<file path="config.mk">
export PLATFORM = sky130hd
export DESIGN_NAME = bcd_conv_arbiter
export DESIGN_NICKNAME = d
export VERILOG_FILES = /design/src/rtl/bcd_conv_arbiter.sv
export SDC_FILE = /design/constraint.sdc
export NUM_CORES = 1
export LEC_CHECK = 0
export CORE_UTILIZATION = 45
export CTS_CLUSTER_DIAMETER = 200
export DETAILED_ROUTE_END_ITERATION = 7
export PLACE_DENSITY = 0.83
export SYNTH_ARGS = -nofsm -noshare
export SYNTH_HDL_FRONTEND = slang
export SYNTH_SLANG_ARGS = --single-unit
</file>
<file path="constraint.sdc">
create_clock -name clk -period 2.05 [get_ports clk]
set_clock_uncertainty 0.1 [all_clocks]
set_input_delay 0.41 -clock clk [delete_from_list [all_inputs] [get_ports clk]]
set_output_delay 0.41 -clock clk [all_outputs]
set_load 0.01 [all_outputs]
</file>
<file path="src/rtl/bcd_conv_arbiter.sv">
// Shared 8-bit binary-to-BCD engine for two requesters with round-robin arbitration.
// Result and done pulse 8 edges after grant; requests are ignored while busy.
module bcd_conv_arbiter #(
  parameter int unsigned RR_RESET_LAST = 1
) (
  input  logic       clk,
  input  logic       rst_n,
  input  logic [1:0] req,
  input  logic [7:0] data0,
  input  logic [7:0] data1,
  input  logic [1:0] signed_mode,
  output logic [1:0] grant,
  output logic       busy,
  output logic [1:0] done,
  output logic       neg,
  output logic [3:0] hundreds,
  output logic [3:0] tens,
  output logic [3:0] ones
);

  typedef enum logic [1:0] {
    IDLE  = 2'd0,
    SHIFT = 2'd1,
    DONE  = 2'd2
  } state_t;

  localparam logic LAST_RST = (RR_RESET_LAST != 0);

  state_t     state, state_nxt;
  logic       last;
  logic       win;
  logic [7:0] op;
  logic       op_neg;
  logic [7:0] op_mag;

  logic [7:0] mag;
  logic       sign_q;
  logic [2:0] cnt;
  logic       h_sr;
  logic [3:0] t_sr, o_sr;
  logic [3:0] t_adj, o_adj;
  logic [3:0] t_shf, o_shf;

  // A lone requester wins outright; on contention the one not served last wins.
  always_comb begin
    win = 1'b0;
    if (req == 2'b10)
      win = 1'b1;
    else if (req == 2'b11)
      win = ~last;
    op     = win ? data1 : data0;
    op_neg = signed_mode[win] & op[7];
    op_mag = op_neg ? (~op + 8'd1) : op;
  end

  // An 8-bit magnitude never pushes the hundreds digit past 2, so it needs no
  // add-3 correction and only its low bit has to be carried between steps.
  always_comb begin
    o_adj = (o_sr >= 4'd5) ? o_sr + 4'd3 : o_sr;
    t_adj = (t_sr >= 4'd5) ? t_sr + 4'd3 : t_sr;
    o_shf = {o_adj[2:0], mag[7]};
    t_shf = {t_adj[2:0], o_adj[3]};
  end

  always_ff @(posedge clk or negedge rst_n) begin
    if (!rst_n)
      state <= IDLE;
    else
      state <= state_nxt;
  end

  always_comb begin
    state_nxt = state;
    case (state)
      IDLE:    if (|req) state_nxt = SHIFT;
      SHIFT:   if (cnt == 3'd0) state_nxt = DONE;
      DONE:    state_nxt = IDLE;
      default: state_nxt = IDLE;
    endcase
  end

  always_ff @(posedge clk or negedge rst_n) begin
    if (!rst_n) begin
      grant    <= 2'b00;
      last     <= LAST_RST;
      mag      <= 8'd0;
      sign_q   <= 1'b0;
      cnt      <= 3'd0;
      h_sr     <= 1'b0;
      t_sr     <= 4'd0;
      o_sr     <= 4'd0;
      neg      <= 1'b0;
      hundreds <= 4'd0;
      tens     <= 4'd0;
      ones     <= 4'd0;
    end else begin
      case (state)
        IDLE: begin
          if (|req) begin
            grant  <= win ? 2'b10 : 2'b01;
            last   <= win;
            mag    <= op_mag;
            sign_q <= op_neg;
            cnt    <= 3'd7;
            h_sr   <= 1'b0;
            t_sr   <= 4'd0;
            o_sr   <= 4'd0;
          end
        end
        SHIFT: begin
          h_sr <= t_adj[3];
          t_sr <= t_shf;
          o_sr <= o_shf;
          mag  <= {mag[6:0], 1'b0};
          cnt  <= cnt - 3'd1;
          // Publish the final step straight into the output registers.
          if (cnt == 3'd0) begin
            neg      <= sign_q;
            hundreds <= {2'b00, h_sr, t_adj[3]};
            tens     <= t_shf;
            ones     <= o_shf;
          end
        end
        DONE: grant <= 2'b00;
        default: grant <= 2'b00;
      endcase
    end
  end

  assign busy = (state != IDLE);
  assign done = (state == DONE) ? grant : 2'b00;

endmodule
</file>
==> run_results.csv, run 1 <==
group,metric,value,unit
place,place.gp.congestion,0.802,
floorplan,area_of_the_die,4750,um^2
timing,rsz0062_at_grt,"false",
setup_path,startpoint,"state[0]",
global_route,grt_first_pass_wirelength,7250,um
setup_path,path_class,"register to output pin",
synth,synth_xor_xnor_area_share,4.78,%
setup_path,reg2regPathDepth,6,
layout,final_nets,298,
layout,insertedDiodeCount,0,
cts,cts.reportedPaths.clkPinSlew,70,ps
setup_path,critical_path_required,1540,ps
cts,tritoncts.num_buffers,5,
layout,sequential_cell_area,930,um^2
synth,yosysSeqAreaShare,46.0,%
setup_path,critPathLaunchType,"register",
detailed_routing,initialDrtViolationCount,65,
power_and_ir_drop,power-per-cell-area,1260,nW/um^2
synth,syn_area,2020,um^2
timing,finalCriticalPeriod,2000,ps
detailed_routing,num_vias,1732,
synth,synthDominantAreaCellType,"dfrtp_1",
floorplan,i_o_pin_cnt,40,
synth,netlist.area_leader.share,44.7,%
layout,finish.instance_area,2650,um^2
setup_path,critical_path.slowest_cell,"clkdlybuf4s50_1",
setup_path,critPathArrivalTime,1490,ps
cts,cts_hold_buffers,0,
timing,final-setup-viol-count,0,
timing,hold_viol_final,0,
synth,synth_enable_flop_cells,0,
global_route,globalRoute.totalOverflow,0,
place,preCtsSetupSlack,-90.7,ps
setup_path,worstReg2RegEnd,"o_sr[2]",
synth,synth.distinct_cells,43,
detailed_routing,drt_pre_antenna_iters,4,
synth,simple_gate_share_of_the_synthesized_area,16.9,%
timing,final.period_utilization,97.5,%
cts,buffer_type_at_the_clock_tree_root,"clkbuf_8",
synth,syn_area_per_cell,9.38,um^2
setup_path,critical_path.max_stage_delay,520,ps
global_route,number_of_global_route_vias_before_repair,1688,
setup_path,timing.critical_path.max_delay_family,"buffers and inverters",
setup_path,crit_path_max_fanout,6,
cts,cts_num_sinks,37,
power_and_ir_drop,power.ir.vdd_worst,0.000538,V
place,buffer_ports.inserted,37,
synth,synth_top_family_by_area,"compound AO/OA/AOI/OAI gates",
outcome,run_status,"finished, final reports clean",
setup_path,worstReg2RegStart,"o_sr[0]",
hold_path,worst_min_path_class,"register to register",
floorplan,initial_core_util,48.6,%
timing,worst_slack,51.5,ps
global_route,antenna_found_initial,0,
detailed_routing,route.final.wire_length,4350,um
cts,cts-root-to-sink-buffers,2,
place,dp_hpwl,3290,um
synth,synth.most_common_cell,"dfrtp_1",
layout,layout-area-overhead-vs-synth,31.3,%
layout,post_route_cells_drive_above_1_share,14.8,%
global_route,grt_start_max_net_pins,38,
power_and_ir_drop,power.static_leakage,0.00118,uW
synth,synth_warn,0,
cts,tritoncts,"built",
synth,synthesized_instance_count,215,
cts,cts_max_level,2,
hold_path,hold_depth,2,
detailed_routing,detail_route.vias_per_cell,5.40,
layout,final_core_util,63.9,%
synth,synth_commonest_cells,"dfrtp_1, nand2_1, o21ai_0",
setup_path,endpoint_kind,"output pin",
flow_run,max_cap_viol_count,0,
setup_path,worst-path-buf-inv,1,
floorplan,fp.dieH,68.9,um
global_route,gr-usage-all-layers,21.2,%
setup_path,rrSetupSlack,250,ps
synth,synth-main-ff-cell,"dfrtp_1",
floorplan,die_w,68.9,um
layout,multi_input_comb_area,1010,um^2
timing,setup-tns-final,0,ps
layout,fillers,368,
floorplan,core-area,4140,um^2
cts,clock_latency,290,ps
synth,synth-adder-area-share,3.72,%
detailed_routing,route.antenna.remaining_nets,0,
timing,slew_viol_final,0,
timing,slew_hr,64.8,%
synth,post_synth_main_area_contributors,"dfrtp_1, o21ai_0, nand2_1",
setup_path,critical_path.cell_chain,"and3b_1 > clkdlybuf4s50_1",
layout,layoutNonFillerInstCount,321,
synth,ys_ff_latch,37,
synth,synth_async_sr_flop_share,100,%
synth,synth_compound_area_share,19.6,%
place,placed_cells_incl_taps,312,
timing,worstMarginPinSlew,527,ps
timing,max_freq,500,MHz
hold_path,hold_start,"hundreds[1]",
floorplan,placement_rows,23,
synth,yosys-mux-area-fraction,4.35,%
place,place_area,2550,um^2
detailed_routing,drt_drc_violations_left,0,
detailed_routing,wire_per_inst,13.6,um
hold_path,min_to,"hundreds[1]",
[cell type report]
cell class / count / area share [%]
clock buffers: 8 / 3.02
inverters: 11 / 1.56
multi-input cells: 158 / 38.2
flip-flops and latches: 37 / 35.1
well taps: 50 / 2.36
repair buffers: 57 / 19.8
[where the power goes]
| part | internal [uW] | leakage (uW) | switching, uW |
|---|---|---|---|
| clock | 241 | 0.0000395 | 241 |
| sequential | 1070 | 0.000456 | 243 |
| combinational | 779 | 0.000687 | 764 |
| total | 2090 | 0.00118 | 1250 |
[state kept, by name (all words and copies together) (netlist names)]
| register | count |
|---|---|
| last | 1 |
| state | 2 |
| grant | 2 |
| cnt | 3 |
| neg | 1 |
| o_sr | 4 |
| sign_q | 1 |
| tens | 4 |
| mag | 8 |
| t_sr | 4 |
| ones | 4 |
| h_sr | 1 |
| hundreds | 2 |
[metal layers]
metal / vias to the layer above / GRT usage [%] / part of all wire (%)
met5: - / 0 / 0
met4: 0 / 9.69 / 1.4
met3: 6 / 4.77 / 3.9
met2: 51 / 39.2 / 50
met1: 810 / 22.7 / 45
li1: 865 / - / -
[cell families (layout without fill, tap and decap cells)]
| logic type | Yosys count | after routing |
|---|---|---|
| mux | 8 | 8 |
| flops | 37 | 37 |
| buf+inv | 21 | 76 |
| compound gates | 61 | 61 |
| other cells | 1 | 2 |
| xor+xnor | 11 | 11 |
| simple gates | 70 | 70 |
| fa+ha+maj | 6 | 6 |
[cell usage in the layout, fill, tap and decap left out, drive strengths merged, types with 3 or more instances in the layout]
master,synthesis,final
clkdlybuf4s50,0,36
dfrtp,36,36
o21ai,28,28
nand2,27,27
buf,4,20
nor2,14,14
inv,10,10
clkbuf,6,8
a21oi,7,7
nand3,7,7
a22oi,6,6
xnor2,6,6
ha,6,6
nor3b,5,5
a31oi,5,5
mux2i,5,5
xor2,5,5
nor3,5,5
nor2b,3,3
nand2b,3,3
o211ai,3,3
mux2,3,3
[worst min-delay path, delay by kind of cell (launching register included)]
family,cells,cell delay [ps]
and+or+nand+nor,2,100
DFF,1,340
[worst max path at each step]
stage	end	cells past startpoint
2_1_floorplan	mag[6]	5
3_3_place_gp	mag[6]	6
3_5_place_dp	mag[6]	6
4_1_cts	done[1]	2
5_1_grt	done[0]	2
6_report	done[0]	2
[through the flow]
stage | power [uW] | hold WS, ps
after floorplan | 2230 | 14.4
after global placement | 2750 | 351
after detailed placement | 2850 | 362
after CTS | 3350 | 379
after global routing | 3640 | 405
final | 3330 | 374
[timing repair]
action | CTS | global route
pin swaps | 0 | 0
endpoints found under the setup margin | 1 | 3
gates resized for setup | 2 | 3
buffers inserted | 0 | 1
(Power assumes the default switching activity.)
==> run 2, diff against run 1 <==
--- a/config.mk
+++ b/config.mk
@@ -8,6 +8,7 @@
 export CORE_UTILIZATION = 45
 export CTS_CLUSTER_DIAMETER = 200
 export DETAILED_ROUTE_END_ITERATION = 7
+export HOLD_SLACK_MARGIN = 0.15
 export PLACE_DENSITY = 0.83
 export SYNTH_ARGS = -nofsm -noshare
 export SYNTH_HDL_FRONTEND = slang
==> results of run 2 <==
Final layout, timing and power as in run 1 (identical DEF).
==> run 3, diff against run 2 <==
--- a/config.mk
+++ b/config.mk
@@ -5,11 +5,13 @@
 export SDC_FILE = /design/constraint.sdc
 export NUM_CORES = 1
 export LEC_CHECK = 0
-export CORE_UTILIZATION = 45
+export CORE_UTILIZATION = 51
 export CTS_CLUSTER_DIAMETER = 200
 export DETAILED_ROUTE_END_ITERATION = 7
 export HOLD_SLACK_MARGIN = 0.15
-export PLACE_DENSITY = 0.83
+export PLACE_DENSITY = 0.91
+export SKIP_LAST_GASP = 1
+export SLEW_MARGIN = 20
 export SYNTH_ARGS = -nofsm -noshare
 export SYNTH_HDL_FRONTEND = slang
 export SYNTH_SLANG_ARGS = --single-unit
==> run 3 against run 2 <==
Net effect: routed wire length is 0.39% higher; flip-flop and latch count unchanged; power increased by 5.3%; non-clock buffer count did not move; cell area is 1.7% higher; combinational power barely moved; largest power group unchanged; highest routed layer unchanged.
==> run_results.csv, run 3 (same netlist as run 1, synthesis figures left out) <==
group,metric,value,unit
outcome,run_status,"finished, final reports clean",
timing,max_freq,501,MHz
hold_path,hold_depth,2,
timing,slew_viol_final,0,
power_and_ir_drop,power.static_leakage,0.00121,uW
timing,final.period_utilization,97.4,%
layout,sequential_cell_area,930,um^2
global_route,number_of_global_route_vias_before_repair,1739,
timing,setup-tns-final,0,ps
floorplan,core-area,3720,um^2
cts,cts_max_level,2,
global_route,grt_start_max_net_pins,38,
setup_path,worstReg2RegStart,"t_sr[0]",
detailed_routing,drt_pre_antenna_iters,4,
hold_path,worst_min_path_class,"register to register",
cts,cts_hold_buffers,0,
cts,cts_num_sinks,37,
global_route,grt_first_pass_wirelength,7480,um
setup_path,endpoint_kind,"output pin",
cts,tritoncts,"built",
layout,layout-area-overhead-vs-synth,33.6,%
floorplan,initial_core_util,54.2,%
cts,cts.reportedPaths.clkPinSlew,70,ps
place,placed_cells_incl_taps,310,
flow_run,max_cap_viol_count,0,
timing,final-setup-viol-count,0,
detailed_routing,route.antenna.remaining_nets,0,
detailed_routing,wire_per_inst,13.7,um
cts,cts-root-to-sink-buffers,2,
layout,mostFrequentLayoutCell,"clkdlybuf4s50_1",
power_and_ir_drop,fin_total_pwr,3510,uW
timing,finalCriticalPeriod,2000,ps
floorplan,area_of_the_die,4210,um^2
cts,buffer_type_at_the_clock_tree_root,"clkbuf_8",
hold_path,hold_start,"hundreds[1]",
power_and_ir_drop,power-per-cell-area,1300,nW/um^2
timing,hold_viol_final,0,
layout,post_route_cells_drive_above_1_share,15.5,%
layout,final_nets,298,
cts,tritoncts.num_buffers,5,
global_route,antenna_found_initial,0,
setup_path,path_class,"register to output pin",
place,dp_hpwl,3320,um
layout,layoutNonFillerInstCount,319,
setup_path,worstReg2RegEnd,"t_sr[2]",
floorplan,placement_rows,22,
place,buffer_ports.inserted,37,
setup_path,crit_path_max_fanout,6,
place,place.gp.congestion,0.864,
setup_path,critical_path_required,1540,ps
layout,insertedDiodeCount,0,
timing,slew_hr,63.8,%
global_route,gr-usage-all-layers,23.5,%
layout,largest_register_ffs,8,
detailed_routing,route.final.wire_length,4370,um
timing,worstMarginPinSlew,543,ps
detailed_routing,num_vias,1808,
detailed_routing,initialDrtViolationCount,106,
setup_path,critPathArrivalTime,1490,ps
layout,multi_input_comb_area,1010,um^2
layout,top_register,"mag",
floorplan,i_o_pin_cnt,40,
setup_path,reg2regPathDepth,6,
detailed_routing,drt_drc_violations_left,0,
global_route,globalRoute.totalOverflow,0,
setup_path,rrSetupSlack,260,ps
setup_path,critPathLaunchType,"register",
layout,top_library_cells_by_usage_in_the_layout_fill_and_taps_aside,"clkdlybuf4s50_1, dfrtp_1, nand2_1",
floorplan,die_w,64.9,um
hold_path,min_to,"hundreds[1]",
layout,fillers,279,
floorplan,fp.dieH,64.9,um
detailed_routing,detail_route.vias_per_cell,5.67,
cts,clock_latency,290,ps
power_and_ir_drop,power.ir.vdd_worst,0.000771,V
-- run 3: layout make-up --
type	instances	share of cell area, %
multi-input combinational	158	37.5
inverter	11	1.53
clock inverter	1	1.11
tap	48	2.23
timing repair buffer	57	19.9
sequential	37	34.5
clock buffer	7	3.20
-- run 3: how the worst max path moves through the flow --
stage | startpoint | endpoint
finish | state[0] | done[0]
global route | state[0] | done[0]
CTS | state[0] | done[1]
detailed placement | req[1] | mag[7]
global placement | req[1] | mag[6]
floorplan | last | mag[6]
-- run 3: worst max-delay path: stages (launching register included) --
cell and delay [ps]:
dfrtp_2 460, and3b_1 220, clkdlybuf4s50_1 520
-- run 3: metrics by stage --
step,area [um^2],hold WS (ps),utilization [%],setup WS [ps]
finish,2690,373,72.5,53.4
floorplan,2020,14.4,-,409
global route,2690,399,72.5,-0.201
CTS,2680,379,72.1,8.58
detailed placement,2560,361,68.8,-118
global placement,2560,356,68.8,-59.0
-- run 3: routing by layer --
| layer | vias up | share of wire, % | global-route usage (%) |
|---|---|---|---|
| met4 | 0 | 1.5 | 7.78 |
| met2 | 80 | 53 | 43.4 |
| li1 | 869 | - | - |
| met3 | 9 | 5.4 | 5.99 |
| met5 | - | 0 | 0 |
| met1 | 850 | 40 | 25.9 |
-- run 3: power breakdown --
part	switching, uW	total (uW)	internal, uW
combinational	779	1560	780
sequential	245	1310	1070
clock	245	641	396
total	1270	3510	2240
-- run 3: what timing repair did --
item | 4_1_cts | 5_1_grt
setup buffers | 0 | 1
resized for setup | 3 | 2
endpoints found under the setup margin | 3 | 3
